`config.mk`:
```
export PLATFORM = sky130hd
export DESIGN_NAME = lifo_stack
export DESIGN_NICKNAME = d
export VERILOG_FILES = /design/src/rtl/lifo_stack.sv
export SDC_FILE = /design/constraint.sdc
export NUM_CORES = 1
export LEC_CHECK = 0
export CELL_PAD_IN_SITES_DETAIL_PLACEMENT = 1
export CELL_PAD_IN_SITES_GLOBAL_PLACEMENT = 1
export CORE_ASPECT_RATIO = 1.1
export CORE_MARGIN = 3
export CORE_UTILIZATION = 49
export CTS_CLUSTER_DIAMETER = 150
export DETAILED_ROUTE_END_ITERATION = 8
export PLACE_DENSITY = 0.82
export SLEW_MARGIN = 20
export SYNTH_ARGS = -nofsm -noshare
export SYNTH_HDL_FRONTEND = slang
export SYNTH_SLANG_ARGS = --single-unit
```
`constraint.sdc`:
```
create_clock -name clk -period 3.1 [get_ports clk]
set_clock_uncertainty 0.2 [all_clocks]
set_input_delay 0.93 -clock clk [delete_from_list [all_inputs] [get_ports clk]]
set_output_delay 0.93 -clock clk [all_outputs]
set_load 0.01 [all_outputs]
```
`src/rtl/lifo_stack.sv`:
```
// Parametrised LIFO stack with registered occupancy, replace-on-push+pop,
// sticky error flags and flush. Define LIFO_STACK_WRAP_EN for ring-overwrite on push-when-full.
module lifo_stack #(
  parameter int DATA_W = 12,
  parameter int DEPTH  = 8,
  localparam int CNT_W = $clog2(DEPTH + 1)
) (
  input  logic              clk,
  input  logic              rst_n,
  input  logic              push,
  input  logic              pop,
  input  logic              flush,
  input  logic [DATA_W-1:0] push_data,
  output logic [DATA_W-1:0] tos_data,
  output logic [CNT_W-1:0]  count,
  output logic              empty,
  output logic              full,
  output logic              overflow,
  output logic              underflow
);

  localparam int IDX_W = $clog2(DEPTH);
  localparam int SUM_W = CNT_W + 1;

  logic [DATA_W-1:0] mem [DEPTH];
  logic [CNT_W-1:0]  cnt, cnt_next;
  logic              ovf_next, unf_next;
  logic              wr_en;
  logic [IDX_W-1:0]  wr_idx;
  logic [IDX_W-1:0]  push_idx, top_idx;
  logic [SUM_W-1:0]  base_ext, cnt_ext;

`ifdef LIFO_STACK_WRAP_EN
  logic [IDX_W-1:0]  base, base_next;
`else
  logic [IDX_W-1:0]  base;
  assign base = '0;
`endif

  // Sums never exceed 2*DEPTH-1, so one conditional subtract folds them into the ring.
  function automatic logic [IDX_W-1:0] ring(input logic [SUM_W-1:0] s);
    if (s >= SUM_W'(DEPTH))
      return IDX_W'(s - SUM_W'(DEPTH));
    return IDX_W'(s);
  endfunction

  assign base_ext = SUM_W'(base);
  assign cnt_ext  = SUM_W'(cnt);
  assign push_idx = ring(base_ext + cnt_ext);
  assign top_idx  = ring(base_ext + cnt_ext - SUM_W'(1));

  assign count    = cnt;
  assign empty    = (cnt == '0);
  assign full     = (cnt == CNT_W'(DEPTH));
  assign tos_data = (cnt != '0) ? mem[top_idx] : '0;

  always_comb begin
    cnt_next = cnt;
    ovf_next = overflow;
    unf_next = underflow;
    wr_en    = 1'b0;
    wr_idx   = push_idx;
`ifdef LIFO_STACK_WRAP_EN
    base_next = base;
`endif
    if (flush) begin
      cnt_next = '0;
      ovf_next = 1'b0;
      unf_next = 1'b0;
`ifdef LIFO_STACK_WRAP_EN
      base_next = '0;
`endif
    end else if (push && pop && !empty) begin
      wr_en  = 1'b1;
      wr_idx = top_idx;
    end else if (push && !full) begin
      // Also covers push+pop on an empty stack, which must not raise underflow.
      wr_en    = 1'b1;
      cnt_next = cnt + 1'b1;
    end else if (push) begin
`ifdef LIFO_STACK_WRAP_EN
      // When full, push_idx lands on the oldest slot; advancing base makes it the top.
      wr_en     = 1'b1;
      base_next = ring(base_ext + SUM_W'(1));
`else
      ovf_next = 1'b1;
`endif
    end else if (pop && !empty) begin
      cnt_next = cnt - 1'b1;
    end else if (pop) begin
      unf_next = 1'b1;
    end
  end

  always_ff @(posedge clk or negedge rst_n) begin
    if (!rst_n) begin
      cnt       <= '0;
      overflow  <= 1'b0;
      underflow <= 1'b0;
    end else begin
      cnt       <= cnt_next;
      overflow  <= ovf_next;
      underflow <= unf_next;
    end
  end

`ifdef LIFO_STACK_WRAP_EN
  always_ff @(posedge clk or negedge rst_n) begin
    if (!rst_n)
      base <= '0;
    else
      base <= base_next;
  end
`endif

  always_ff @(posedge clk) begin
    if (wr_en)
      mem[wr_idx] <= push_data;
  end

endmodule

```
==> run summary <==
Syn Nets -> 263
CTS Buffer Depth -> 2
Final Cycle Share -> 100%
Critical-path cell list -> buf_6 -> buf_6 -> buf_12 -> mux4_2 -> nand2_2 -> a21oi_2 -> buf_2
Ant diodes -> 0
DRT Pass-1 Iters -> 4
Setup CP Type -> reg2out
Area Growth Syn to Fin -> 25.3%
Outcome -> complete, but fails checks
Cell area after layout -> 5350 um2
Sequential Power Share -> 33.1%
Data arrival, critical path -> 1.97 ns
Hold Path Sink -> underflow
Initial antenna violation count -> 0
Post-synth EDFFs -> 96
Part of the power in the clock network -> 14.9%
Fraction of registers with async set/reset -> 5.88%
Worst-Margin Slew -> 0.338 ns
Final worst path period need -> 3.10 ns
Gate power share -> 52.0%
Startpoint Class -> flop
DRC errors left -> 0
Data required time at the worst endpoint -> 1.97 ns
Clock slew at reported path FFs -> 0.09 ns
Global-route wire length before repair -> 16.3 mm
Initial Util -> 50.8%
Mean Syn Cell Area -> 17.6 um2
Latest clock arrival within the worst-skew pair -> 0.35 ns
Final worst slack -> -0.00283 ns
Via count of the first global-routing pass -> 2758
Die X -> 95.0 um
Sequential share of the synthesized area -> 71.0%
PwrDens -> 947 nW/um2
CTS Buf Count -> 9
Gr usage total -> 23.0%
Ports -> 37
Min-delay src -> underflow
Final setup fails -> 2
Peak supply drop -> 0.000436 V
Cells on worst reg2reg path -> 9
Die area -> 9870 um2
YS warnings -> 0
Placed instance area -> 5050 um2
Slowest-stage cell, CP -> mux4_2
1st-iter DRT viols -> 149
CTS tree -> yes
Core area -> 8410 um2
Net Sw Power -> 1.83 mW
CP endpoint kind -> primary output
Antenna viol nets, final -> 0
Mapped Area -> 4270 um2
Hpwl dp -> 7.12 mm
Crit path from -> count[0]
Internal Power -> 3.24 mW
WL/cell -> 23.8 um
Die Ht -> 104 um
CTS root buf -> clkbuf_8
Vias per Instance -> 5.72
DR vias -> 2513
Grt ovf -> 0
Rel. slew slack -> 77.4%
RePlAce Congestion -> 0.824
Port Buffer Count -> 36
Final nets -> 344
Row Count -> 35
Layout cell share with drive strength beyond 1 -> 39.0%
Max Clk Rate -> 322 MHz
Post-Syn Instances -> 242
RR Endpoint -> mem[0][3]
# hold bufs at CTS -> 0
Unrepaired setup endpoints after global routing -> yes
CTS H-tree lvls -> 3
Tightest Hold Check Type -> reg2reg
Hold WS -> 0.306 ns
Worst path max stage delay -> 0.51 ns
Seq cells post-synth -> 102
Netlist cell types -> 39
Max Cap Viol -> 0
Failing checks -> negative setup slack
Num Clock Sinks -> 102
Crit Path Max Fanout -> 8
Wirelength, routed -> 10.4 mm
Final hold viol count -> 0
Worst r2r src -> count[0]
Pin count of the biggest net entering global routing -> 18
Top FF cell, synth -> edfxtp_1
Setup slack, reg-to-reg -> 0.23 ns
Hold Crit Depth -> 2
Leakage -> 1.89 nW
Final Slew Violations -> 0
Crit path top cell by count -> buf_6
Switching share of total power -> 36.1%
==> critical path, delay by kind of cell (launching register included) <==
kind                   cells  cell delay, ns
buffers and inverters      4            0.53
multiplexers               1            0.51
flip-flops                 1            0.42
AND/OR/NAND/NOR            1            0.09
AO/OA/AOI/OAI              1            0.06
==> layer usage <==
| metal | global-route usage [%] | wire [um] | part of all wire [%] | up-vias |
|---|---|---|---|---|
| li1 | - | - | - | 1109 |
| met1 | 29.0 | 4190 | 40 | 1317 |
| met2 | 39.0 | 5580 | 53 | 62 |
| met3 | 3.76 | 363 | 3.5 | 25 |
| met4 | 9.69 | 325 | 3.1 | 0 |
| met5 | 0 | 0 | 0 | - |
==> worst max-delay path by stage <==
stage                  endpoint  slack, ns  depth (start not counted)
CTS                 tos_data[8]     -0.004                          7
finish              tos_data[6]     -0.003                          7
detailed placement    mem[0][5]      -0.18                          6
global placement      mem[0][5]      -0.11                          6
global route        tos_data[6]      -0.08                          7
floorplan             mem[3][0]       0.15                          5
==> logic make-up (layout without fill, tap and decap cells) <==
logic type,Yosys count,count (layout),share of synthesized area [%]
and+or+nand+nor,59,59,6.92
AOI/OAI and AO/OA,27,27,3.87
adders and majority gates,4,4,1.35
muxes,28,28,13.7
xor gates and xnor gates,4,4,0.821
buffers and inverters,18,104,2.32
DFF,102,102,71.0
==> state kept, by name, indices dropped and copies added (netlist names) <==
name / cells
mem: 96
count: 4
overflow: 1
underflow: 1
==> power by group through the flow <==
stage          sequential, mW  clock, mW  combinational, mW
6_report                 1.68      0.757               2.63
5_1_grt                  1.69      0.823               2.82
4_1_cts                  1.67      0.769               2.59
3_5_place_dp             1.71          0               2.42
3_3_place_gp             1.69          0               2.34
2_1_floorplan            1.70          0               1.25
==> synthesized netlist by cell type (2+ instances only) <==
| master | instances | area (um2) |
|---|---|---|
| edfxtp_1 | 96 | 2880 |
| nand2_1 | 31 | 116 |
| mux4_2 | 24 | 541 |
| a21oi_1 | 14 | 70.1 |
| nor2_1 | 12 | 45.0 |
| buf_2 | 7 | 35.0 |
| dfrtp_1 | 6 | 150 |
| nor2b_1 | 4 | 25.0 |
| clkbuf_1 | 3 | 11.3 |
| ha_1 | 3 | 37.5 |
| inv_1 | 3 | 11.3 |
| o21bai_1 | 3 | 22.5 |
| xor2_1 | 3 | 26.3 |
| a21o_1 | 2 | 15.0 |
| buf_6 | 2 | 22.5 |
| mux2_2 | 2 | 22.5 |
| nor4_1 | 2 | 12.5 |
| o21a_1 | 2 | 15.0 |
| o21ai_0 | 2 | 10.0 |
| or4b_1 | 2 | 20.0 |
==> through the flow <==
stage | setup WS, ns | utilization, % | TNS (ns) | instances | total power [mW]
detailed placement | -0.178 | 60.1 | -5.08 | 415 | 4.13
finish | -0.00283 | 63.6 | -0.00501 | 439 | 5.07
global route | -0.0790 | 63.6 | -0.514 | 439 | 5.33
global placement | -0.106 | 60.1 | -1.11 | 415 | 4.03
CTS | -0.00395 | 63.3 | -0.00395 | 438 | 5.03
floorplan | 0.145 | - | 0 | 242 | 2.95
==> layout make-up <==
type	instances	area (um2)
Fill cell	761	3060
Multi-Input combinational cell	122	1210
Clock buffer	11	131
Inverter	4	17.5
Sequential cell	102	3030
Timing Repair Buffer	84	771
Clock inverter	5	42.5
Tap cell	111	139
==> layout by cell type, fill, tap and decap left out, types with 2 or more instances in the layout <==
| master | count |
|---|---|
| nor2_1 | 12 |
| mux2_2 | 2 |
| nor4_1 | 2 |
| a21oi_2 | 4 |
| mux4_2 | 24 |
| clkdlybuf4s50_1 | 22 |
| o21bai_1 | 3 |
| a21o_1 | 2 |
| a21oi_1 | 10 |
| dfrtp_1 | 5 |
| ha_1 | 2 |
| buf_12 | 5 |
| buf_4 | 36 |
| clkbuf_1 | 2 |
| or4b_1 | 2 |
| buf_2 | 10 |
| edfxtp_1 | 96 |
| nand2_1 | 18 |
| nor2b_1 | 3 |
| clkinvlp_4 | 3 |
| buf_6 | 5 |
| nand2_2 | 13 |
| clkbuf_8 | 9 |
| inv_1 | 2 |
| xor2_1 | 2 |
| o21a_1 | 2 |
| clkbuf_2 | 2 |
| o21ai_0 | 2 |
==> what timing repair did <==
action	4_1_cts	5_1_grt
gates cloned	1	0
endpoints found under the setup margin	14	13
resized for setup	65	14
endpoints found under the hold margin	0	0
pin swaps	7	11
buffers inserted	6	1
(Power assumes the default switching activity.)
